`config.mk`:
```
export PLATFORM = sky130hd
export DESIGN_NAME = ad9516_spi_arb_flat
export DESIGN_NICKNAME = d
export VERILOG_FILES = /design/src/rtl/ad9516_spi_arb_if.sv /design/src/rtl/ad9516_spi_arb.sv /design/src/flat_wrapper.sv
export SDC_FILE = /design/constraint.sdc
export NUM_CORES = 1
export LEC_CHECK = 0
export CORE_UTILIZATION = 40
export DETAILED_ROUTE_END_ITERATION = 10
export PLACE_DENSITY = 0.66
export SLEW_MARGIN = 20
export SYNTH_ARGS = -nofsm -noshare
export SYNTH_HDL_FRONTEND = slang
export SYNTH_SLANG_ARGS = --single-unit
```
`constraint.sdc`:
```
create_clock -name clk -period 5.6 [get_ports clk]
set_clock_uncertainty 0.1 [all_clocks]
set_input_delay 1.12 -clock clk [delete_from_list [all_inputs] [get_ports clk]]
set_output_delay 1.12 -clock clk [all_outputs]
set_load 0.05 [all_outputs]
```
`src/rtl/ad9516_spi_arb_if.sv`:
```
// Requester-side bus of the AD9516 SPI arbiter: two request/ack ports, one per requester.
// master = requester side, slave = arbiter side.
interface ad9516_spi_arb_if;
   logic        r0_req;
   logic        r0_rd;
   logic [12:0] r0_addr;
   logic [7:0]  r0_wdata;
   logic        r0_ack;
   logic [7:0]  r0_rdata;
   logic        r1_req;
   logic        r1_rd;
   logic [12:0] r1_addr;
   logic [7:0]  r1_wdata;
   logic        r1_ack;
   logic [7:0]  r1_rdata;

   modport master (
      output r0_req, r0_rd, r0_addr, r0_wdata, r1_req, r1_rd, r1_addr, r1_wdata,
      input  r0_ack, r0_rdata, r1_ack, r1_rdata
   );

   modport slave (
      input  r0_req, r0_rd, r0_addr, r0_wdata, r1_req, r1_rd, r1_addr, r1_wdata,
      output r0_ack, r0_rdata, r1_ack, r1_rdata
   );
endinterface

```
`src/rtl/ad9516_spi_arb.sv`:
```
// Round-robin arbiter sharing the AD9516 serial control port between two requesters.
// Define AD9516_SPI_READBACK_EN to capture AD_SDO into rdata during read frames.
module ad9516_spi_arb #(
   parameter int CLK_DIV = 4,
   parameter int CS_GAP  = 8
) (
   input  logic            clk,
   input  logic            rst_n,
   ad9516_spi_arb_if.slave req_if,
   output logic            busy,
   output logic            grant,
   output logic            AD_CS,
   output logic            AD_SCLK,
   output logic            AD_SDI,
   input  logic            AD_SDO
);
   // A parameter of 0 behaves as 1 so every counter still terminates.
   localparam logic [7:0] DIV_LAST = (CLK_DIV < 2) ? 8'd0 : 8'(CLK_DIV - 1);
   localparam logic [7:0] GAP_LAST = (CS_GAP < 2) ? 8'd0 : 8'(CS_GAP - 1);

   typedef enum logic [2:0] {IDLE, ARB, SHIFT_LO, SHIFT_HI, GAP} state_t;

   state_t      state, state_nxt;
   logic [7:0]  div_cnt, div_nxt, gap_cnt, gap_nxt;
   logic [4:0]  bit_cnt, bit_nxt;
   logic [23:0] shreg, shreg_nxt;
   logic        rr_last, rr_nxt, grant_nxt, busy_nxt;
   logic        cs_nxt, sclk_nxt, sdi_nxt;
   logic        ack0, ack1, ack0_nxt, ack1_nxt;
   logic        div_done, take, win, sel_rd, frame_done;
   logic [12:0] sel_addr;
   logic [7:0]  sel_wdata;

   assign div_done   = (div_cnt == DIV_LAST);
   assign take       = (state == ARB) && (req_if.r0_req || req_if.r1_req);
   assign win        = (req_if.r0_req && req_if.r1_req) ? ~rr_last : req_if.r1_req;
   assign sel_rd     = win ? req_if.r1_rd    : req_if.r0_rd;
   assign sel_addr   = win ? req_if.r1_addr  : req_if.r0_addr;
   assign sel_wdata  = win ? req_if.r1_wdata : req_if.r0_wdata;
   assign frame_done = (state == SHIFT_HI) && div_done && (bit_cnt == 5'd23);

   // Next-state logic; the pins are registered from the next state so they never glitch.
   always_comb begin
      state_nxt = state;
      div_nxt   = div_cnt;
      gap_nxt   = gap_cnt;
      bit_nxt   = bit_cnt;
      shreg_nxt = shreg;
      rr_nxt    = rr_last;
      grant_nxt = grant;
      busy_nxt  = busy;
      ack0_nxt  = 1'b0;
      ack1_nxt  = 1'b0;
      case (state)
         IDLE: begin
            if (req_if.r0_req || req_if.r1_req) state_nxt = ARB;
         end
         ARB: begin
            if (take) begin
               state_nxt = SHIFT_LO;
               rr_nxt    = win;
               grant_nxt = win;
               busy_nxt  = 1'b1;
               shreg_nxt = {sel_rd, 2'b00, sel_addr, sel_rd ? 8'h00 : sel_wdata};
               div_nxt   = 8'd0;
               bit_nxt   = 5'd0;
            end else begin
               state_nxt = IDLE;
            end
         end
         SHIFT_LO: begin
            if (div_done) begin
               div_nxt   = 8'd0;
               state_nxt = SHIFT_HI;
            end else begin
               div_nxt = div_cnt + 8'd1;
            end
         end
         SHIFT_HI: begin
            if (!div_done) begin
               div_nxt = div_cnt + 8'd1;
            end else if (frame_done) begin
               div_nxt   = 8'd0;
               gap_nxt   = 8'd0;
               state_nxt = GAP;
               ack0_nxt  = ~grant;
               ack1_nxt  = grant;
            end else begin
               div_nxt   = 8'd0;
               bit_nxt   = bit_cnt + 5'd1;
               shreg_nxt = {shreg[22:0], 1'b0};
               state_nxt = SHIFT_LO;
            end
         end
         GAP: begin
            if (gap_cnt == GAP_LAST) begin
               state_nxt = IDLE;
               busy_nxt  = 1'b0;
            end else begin
               gap_nxt = gap_cnt + 8'd1;
            end
         end
         default: state_nxt = IDLE;
      endcase
      cs_nxt   = !((state_nxt == SHIFT_LO) || (state_nxt == SHIFT_HI));
      sclk_nxt = (state_nxt == SHIFT_HI);
      sdi_nxt  = cs_nxt ? 1'b0 : shreg_nxt[23];
   end

   always_ff @(posedge clk) begin
      if (!rst_n) begin
         state   <= IDLE;
         div_cnt <= 8'd0;
         gap_cnt <= 8'd0;
         bit_cnt <= 5'd0;
         shreg   <= 24'd0;
         rr_last <= 1'b1;
         grant   <= 1'b0;
         busy    <= 1'b0;
         AD_CS   <= 1'b1;
         AD_SCLK <= 1'b0;
         AD_SDI  <= 1'b0;
         ack0    <= 1'b0;
         ack1    <= 1'b0;
      end else begin
         state   <= state_nxt;
         div_cnt <= div_nxt;
         gap_cnt <= gap_nxt;
         bit_cnt <= bit_nxt;
         shreg   <= shreg_nxt;
         rr_last <= rr_nxt;
         grant   <= grant_nxt;
         busy    <= busy_nxt;
         AD_CS   <= cs_nxt;
         AD_SCLK <= sclk_nxt;
         AD_SDI  <= sdi_nxt;
         ack0    <= ack0_nxt;
         ack1    <= ack1_nxt;
      end
   end

   assign req_if.r0_ack = ack0;
   assign req_if.r1_ack = ack1;

`ifdef AD9516_SPI_READBACK_EN
   logic       rd_lat;
   logic [7:0] rx_sh, rdata0, rdata1;

   // SDO is taken on the clk where SCLK rises, for the 8 data bits of a read only.
   always_ff @(posedge clk) begin
      if (!rst_n) begin
         rd_lat <= 1'b0;
         rx_sh  <= 8'h00;
         rdata0 <= 8'h00;
         rdata1 <= 8'h00;
      end else begin
         if (take) begin
            rd_lat <= sel_rd;
            rx_sh  <= 8'h00;
         end
         if (rd_lat && (state == SHIFT_LO) && div_done && (bit_cnt >= 5'd16)) begin
            rx_sh <= {rx_sh[6:0], AD_SDO};
         end
         if (frame_done) begin
            if (grant) rdata1 <= rx_sh;
            else       rdata0 <= rx_sh;
         end
      end
   end

   assign req_if.r0_rdata = rdata0;
   assign req_if.r1_rdata = rdata1;
`else
   logic unused_sdo;
   assign unused_sdo      = AD_SDO;
   assign req_if.r0_rdata = 8'h00;
   assign req_if.r1_rdata = 8'h00;
`endif
endmodule
```
`src/flat_wrapper.sv`:
```
// flat-port wrapper written by rule: the top's interface ports become plain ports
module ad9516_spi_arb_flat 
#(
   parameter int CLK_DIV = 4,
   parameter int CS_GAP  = 8
)
  (clk, rst_n, busy, grant, AD_CS, AD_SCLK, AD_SDI, AD_SDO, req_if_r0_req, req_if_r0_rd, req_if_r0_addr, req_if_r0_wdata, req_if_r1_req, req_if_r1_rd, req_if_r1_addr, req_if_r1_wdata, req_if_r0_ack, req_if_r0_rdata, req_if_r1_ack, req_if_r1_rdata);
  ad9516_spi_arb_if req_if_i ();
  input  logic clk;
  input  logic rst_n;
  output logic busy;
  output logic grant;
  output logic AD_CS;
  output logic AD_SCLK;
  output logic AD_SDI;
  input  logic AD_SDO;
  input wire logic [$bits(req_if_i.r0_req)-1:0] req_if_r0_req;
  input wire logic [$bits(req_if_i.r0_rd)-1:0] req_if_r0_rd;
  input wire logic [$bits(req_if_i.r0_addr)-1:0] req_if_r0_addr;
  input wire logic [$bits(req_if_i.r0_wdata)-1:0] req_if_r0_wdata;
  input wire logic [$bits(req_if_i.r1_req)-1:0] req_if_r1_req;
  input wire logic [$bits(req_if_i.r1_rd)-1:0] req_if_r1_rd;
  input wire logic [$bits(req_if_i.r1_addr)-1:0] req_if_r1_addr;
  input wire logic [$bits(req_if_i.r1_wdata)-1:0] req_if_r1_wdata;
  output wire logic [$bits(req_if_i.r0_ack)-1:0] req_if_r0_ack;
  output wire logic [$bits(req_if_i.r0_rdata)-1:0] req_if_r0_rdata;
  output wire logic [$bits(req_if_i.r1_ack)-1:0] req_if_r1_ack;
  output wire logic [$bits(req_if_i.r1_rdata)-1:0] req_if_r1_rdata;
  assign req_if_i.r0_req = req_if_r0_req;
  assign req_if_i.r0_rd = req_if_r0_rd;
  assign req_if_i.r0_addr = req_if_r0_addr;
  assign req_if_i.r0_wdata = req_if_r0_wdata;
  assign req_if_i.r1_req = req_if_r1_req;
  assign req_if_i.r1_rd = req_if_r1_rd;
  assign req_if_i.r1_addr = req_if_r1_addr;
  assign req_if_i.r1_wdata = req_if_r1_wdata;
  assign req_if_r0_ack = req_if_i.r0_ack;
  assign req_if_r0_rdata = req_if_i.r0_rdata;
  assign req_if_r1_ack = req_if_i.r1_ack;
  assign req_if_r1_rdata = req_if_i.r1_rdata;
  ad9516_spi_arb #(.CLK_DIV(CLK_DIV), .CS_GAP(CS_GAP)) u_core (.clk(clk), .rst_n(rst_n), .req_if(req_if_i), .busy(busy), .grant(grant), .AD_CS(AD_CS), .AD_SCLK(AD_SCLK), .AD_SDI(AD_SDI), .AD_SDO(AD_SDO));
endmodule
```
After elaboration in Yosys (flattened, before gate mapping):

Index checks and enable logic that the tools add are counted.

* bitwise logic cells: 2
* eq/ne operators: 15
* reduce and logical (&&, ||, !) cells: 20
* mux-type cells: 30
* add/sub/neg operators: 3

Operators by type and width (count)
* $mux W24: 3
* $mux W8: 7
* $pmux W24 S2: 1
* $pmux W8 S2: 2
* $add A8 B1 Y8 const B: 2
* $mux W3: 5
* $mux W5: 3
* $pmux W3 S5: 1
* $mux W13: 1
* $eq A3 B2 Y1 const B: 4
* $reduce_and A4 Y1: 3
* $pmux W5 S2: 1
* $eq A8 B2 Y1 const B: 1
* $eq A8 B3 Y1 const B: 1
* $ne A2 B1 Y1 const B: 4
* $reduce_bool A2 Y1: 4
* $reduce_and A2 Y1: 3
* $add A5 B1 Y5 const B: 1
* $eq A5 B5 Y1 const B: 1
* $logic_and A1 B1 Y1: 4
* $mux W1: 4
* $ne A2 B2 Y1 const B: 2
* $eq A3 B1 Y1 const B: 1
* $eq A3 B3 Y1 const B: 1
* other kinds (8): 10

* output and inout bits: 23
* bits of input ports: 49
* register bits after elaboration: 56
* word-level logic and storage cells: 84

Longest topological paths before layout:

* depth after elaboration: 9
* mapped depth: 6
* mapped depth without buffers: 5

Least setup slack after synthesis:

OpenSTA, ideal clock, no wires.

* path kind: input -> register
* start: input req_if_r1_req
* end: register u_core.shreg[10]
* data required time: 5368 ps
* slack: 3148 ps
* data arrival time: 2219 ps
* buffers on the path: 1
* setup time: 132 ps
* stages: 5
* path through: a21bo_2 -> clkbuf_1 -> mux2_2 -> a22oi_1 -> a21oi_1

* longest elaborated chain between the ends: 5
* elaborated cells on any way between the ends: 9
* those cells by class: eq/ne (1); mux (4); reduce/logical (4)

RTL lines
* from (decl): RTL line flat_wrapper.sv:21 `input wire logic [$bits(req_if_i.r1_req)-1:0] req_if_r1_req;`
* $logic_and A1 B1 Y1: RTL line ad9516_spi_arb.sv:36 `assign win = (req_if.r0_req && req_if.r1_req) ? ~rr_last : req_if.r1_req;`
* $mux W1: RTL line ad9516_spi_arb.sv:36
* $mux W13: RTL line ad9516_spi_arb.sv:38 `assign sel_addr = win ? req_if.r1_addr : req_if.r0_addr;`
* $mux W24: RTL line ad9516_spi_arb.sv:59 `if (take) begin`
* $pmux W24 S2: RTL line ad9516_spi_arb.sv:54 `case (state)`
* to (signal assigned): RTL line ad9516_spi_arb.sv:130 `shreg <= shreg_nxt;`
* to (decl): RTL line ad9516_spi_arb.sv:26 `logic [23:0] shreg, shreg_nxt;`

Several ways; a longest one is shown, not always the timed one. The select of a mux whose other input is x is not followed.
A chain may end at the register's enable or synchronous reset.

Worst setup path in the final report:

* start: input req_if_r1_req
* end: register u_core.shreg[5]

* longest elaborated chain between the ends: 6
* elaborated cells on any way between the ends: 11
* those cells by class: eq/ne (1); mux (6); reduce/logical (4)

RTL lines
* $logic_and A1 B1 Y1: RTL line ad9516_spi_arb.sv:36
* $mux W1: RTL line ad9516_spi_arb.sv:36
* $mux W8 / $mux W1 (equally long branches): RTL line ad9516_spi_arb.sv:39, ad9516_spi_arb.sv:37
* $mux W8: RTL line ad9516_spi_arb.sv:64 `shreg_nxt = {sel_rd, 2'b00, sel_addr, sel_rd ? 8'h00 : sel_wdata};`
* $mux W24: RTL line ad9516_spi_arb.sv:59
* $pmux W24 S2: RTL line ad9516_spi_arb.sv:54

Several ways; a longest one is shown, not always the timed one. The select of a mux whose other input is x is not followed.

==> metrics.cfg <==
[pwr]
cellPowerDensity_nw_per_um2 = 223.0
switching_power_w = 0.0002425
intPower_w = 0.0005693
p_comb_share_pct = 19.6
p_leak_nw = 1.310
p_total_w = 0.0008118
switching_share_pct = 29.87
vdd_drop_max_v = 0.00008677
clock_power_share_pct = 28.1
sequentialPowerShare_pct = 52.3

[setup_path]
worstSetupStartpointType = primary input
crit_arrival_ns = 3.17
crit_type = primary input to flip-flop
cp.required_ns = 5.74
worstPathMaxFanout = 11
cp-end-kind = flip-flop
reg2reg_depth = 5

[sta]
rsz0062_at_grt = false
fmax_ghz = 0.3302
min_period_ns = 3.029
final_max_slew_viol_count = 0
worstMarginPinSlew_ns = 1.017
relSlewSlack_pct = 32.11
period_share_pct = 54.08
setup_viol = 0
layout_setup_ws_ns = 2.571
setup_tns_ns = 0
hold_ws_ns = 0.3654
hold_viol_final = 0

[global_routing]
antenna_found_initial = 0
grt_util_all_layers_pct = 18.09
grt_first_pass_wirelength_um = 11230
first_global_vias = 2441
grt-ovfl-total = 0
grt_max_degree = 34

[placed_design]
placed_area_um2 = 3551
io_buffers = 54
gp_congestion = 0.7950
dp_hpwl_um = 4710
pre_cts_slack_ns = 2.240

[cts]
clk-insertion-delay-late_ns = 0.32
cts_made_buffers = 5
cts_setup_buffers = 0
clk_path_buf_depth = 2
cts_tree = done
ctsHoldBuffers = 0
path_clk_slew_ns = 0.11
post_cts_resized = 0
cts-root-buf = clkbuf_8
h-tree-depth = 2
cts.sinks = 56

[synth]
ys_ff_latch = 56
synthCells = 346
yosysSeqAreaShare_pct = 36.96
yosysUniqueCellTypes = 60
synth_edf_count = 0
netlist_area_um2 = 3033
ys_warn_count = 0
ys.flop_type = dfxtp_1
syn_area_per_cell_um2 = 8.766
synthArstFlopShare_pct = 0

[hold_path]
hp-class = flip-flop to flip-flop
min_path_cells = 2

[drt]
drtIter0Drc = 101
wl_per_cell_um = 14.02
vias = 2690
wl_um = 6814
drt_pass1_iterations = 4
antenna_left = 0
via_per_inst = 5.535
route.detailed.drc = 0

[floorplan]
ios = 72
num_rows = 31
die_w_um = 89.08
fp.dieH_um = 89.08
die_area_um2 = 7934
core_um2 = 7292
initial_core_util_pct = 41.59

[finish]
final_area_um2 = 3641
drive_gt1_share_pct = 10.08
diodes = 0
layout_commonest_cell = dfxtp_1
syn_to_final_growth_pct = 20.05
final_cell_mix = dfxtp_1, clkdlybuf4s50_1, a21oi_1, o21ai_0, nand2_1
finalNetCount = 438

[outcome]
status = finished, final reports clean

[flow_run]
max_cap_violations = 0

## flip-flops by register name (all words and copies together) (netlist names), 3 cells and up
register and count:
u_core.shreg 24, u_core.bit_cnt 5, u_core.gap_cnt 8, u_core.div_cnt 8, u_core.state 3
## metal layers
metal / up-vias / part of all wire (%) / GRT usage, %
li1: 1354 / - / -
met1: 1270 / 46 / 22.92
met2: 54 / 49 / 30.84
met3: 12 / 2.9 / 2.770
met4: 0 / 2.0 / 7.504
met5: - / 0 / 0
## Yosys cell counts (4+ instances only)
library cell,instances,share of area [%]
or3_1,4,0.82
inv_1,4,0.49
nor3_1,6,0.99
nand3_1,6,0.99
clkbuf_1,17,2.1
or4_1,4,0.99
o31ai_1,4,0.99
a2111o_1,4,1.5
mux2_2,15,5.6
a31oi_1,10,2.1
nand2_1,27,3.3
and3_1,9,1.9
buf_4,16,4.0
a21o_1,11,2.7
o21ai_1,4,0.66
o21ai_0,29,4.8
nor2_1,7,0.87
a22oi_1,14,3.5
nand3b_1,9,2.2
o2111ai_1,4,1.2
dfxtp_1,56,37
a21oi_1,29,4.8
## logic make-up after synthesis
family,count (synthesis),share of synthesized area (%)
multiplexers,15,5.569
AND/OR/NAND/NOR,97,19.02
flip-flops,56,36.96
AO/OA/AOI/OAI,131,28.96
buffers and inverters,43,8.127
adder cells (fa/ha/maj),3,1.238
other,1,0.1236
## final timing paths
| path | from | endpoint | slack, ns |
|---|---|---|---|
| worst max-delay path | req_if_r1_req | u_core.shreg[5] | 2.57 |
| worst min-delay path | u_core.shreg[21] | u_core.shreg[22] | 0.37 |
| worst max register to register | u_core.div_cnt[0] | u_core.gap_cnt[3] | 2.98 |
| worst min register to register | u_core.shreg[21] | u_core.shreg[22] | 0.37 |
## power by group through the flow
stage / Clock [W] / Sequential (W) / Combinational [W]
2_1_floorplan: 0 / 0.000437 / 0.000106
3_3_place_gp: 0 / 0.000433 / 0.000157
3_5_place_dp: 0 / 0.000434 / 0.000160
4_1_cts: 0.000236 / 0.000425 / 0.000160
5_1_grt: 0.000257 / 0.000427 / 0.000173
6_report: 0.000228 / 0.000425 / 0.000159
## stage by stage
step	utilization, %	instances
detailed placement	48.70	478
global route	49.93	486
CTS	49.93	486
global placement	48.70	478
finish	49.93	486
floorplan	-	361
## critical path, cell delays in order
cell and delay, ns:
clkdlybuf4s50_1 0.53, a21boi_1 0.68, o21ai_1 0.41, a21o_1 0.26, a31oi_1 0.16
## area by class of cell
cell class | count | area [um2]
fillers | 714 | 3651
multi-input cells | 262 | 1728
well taps | 99 | 123.9
clock inverters | 3 | 21.27
repair buffers | 57 | 563.0
inverters | 4 | 15.01
clock buffers | 5 | 68.82
flip-flops and latches | 56 | 1121
(Power assumes the default switching activity.)
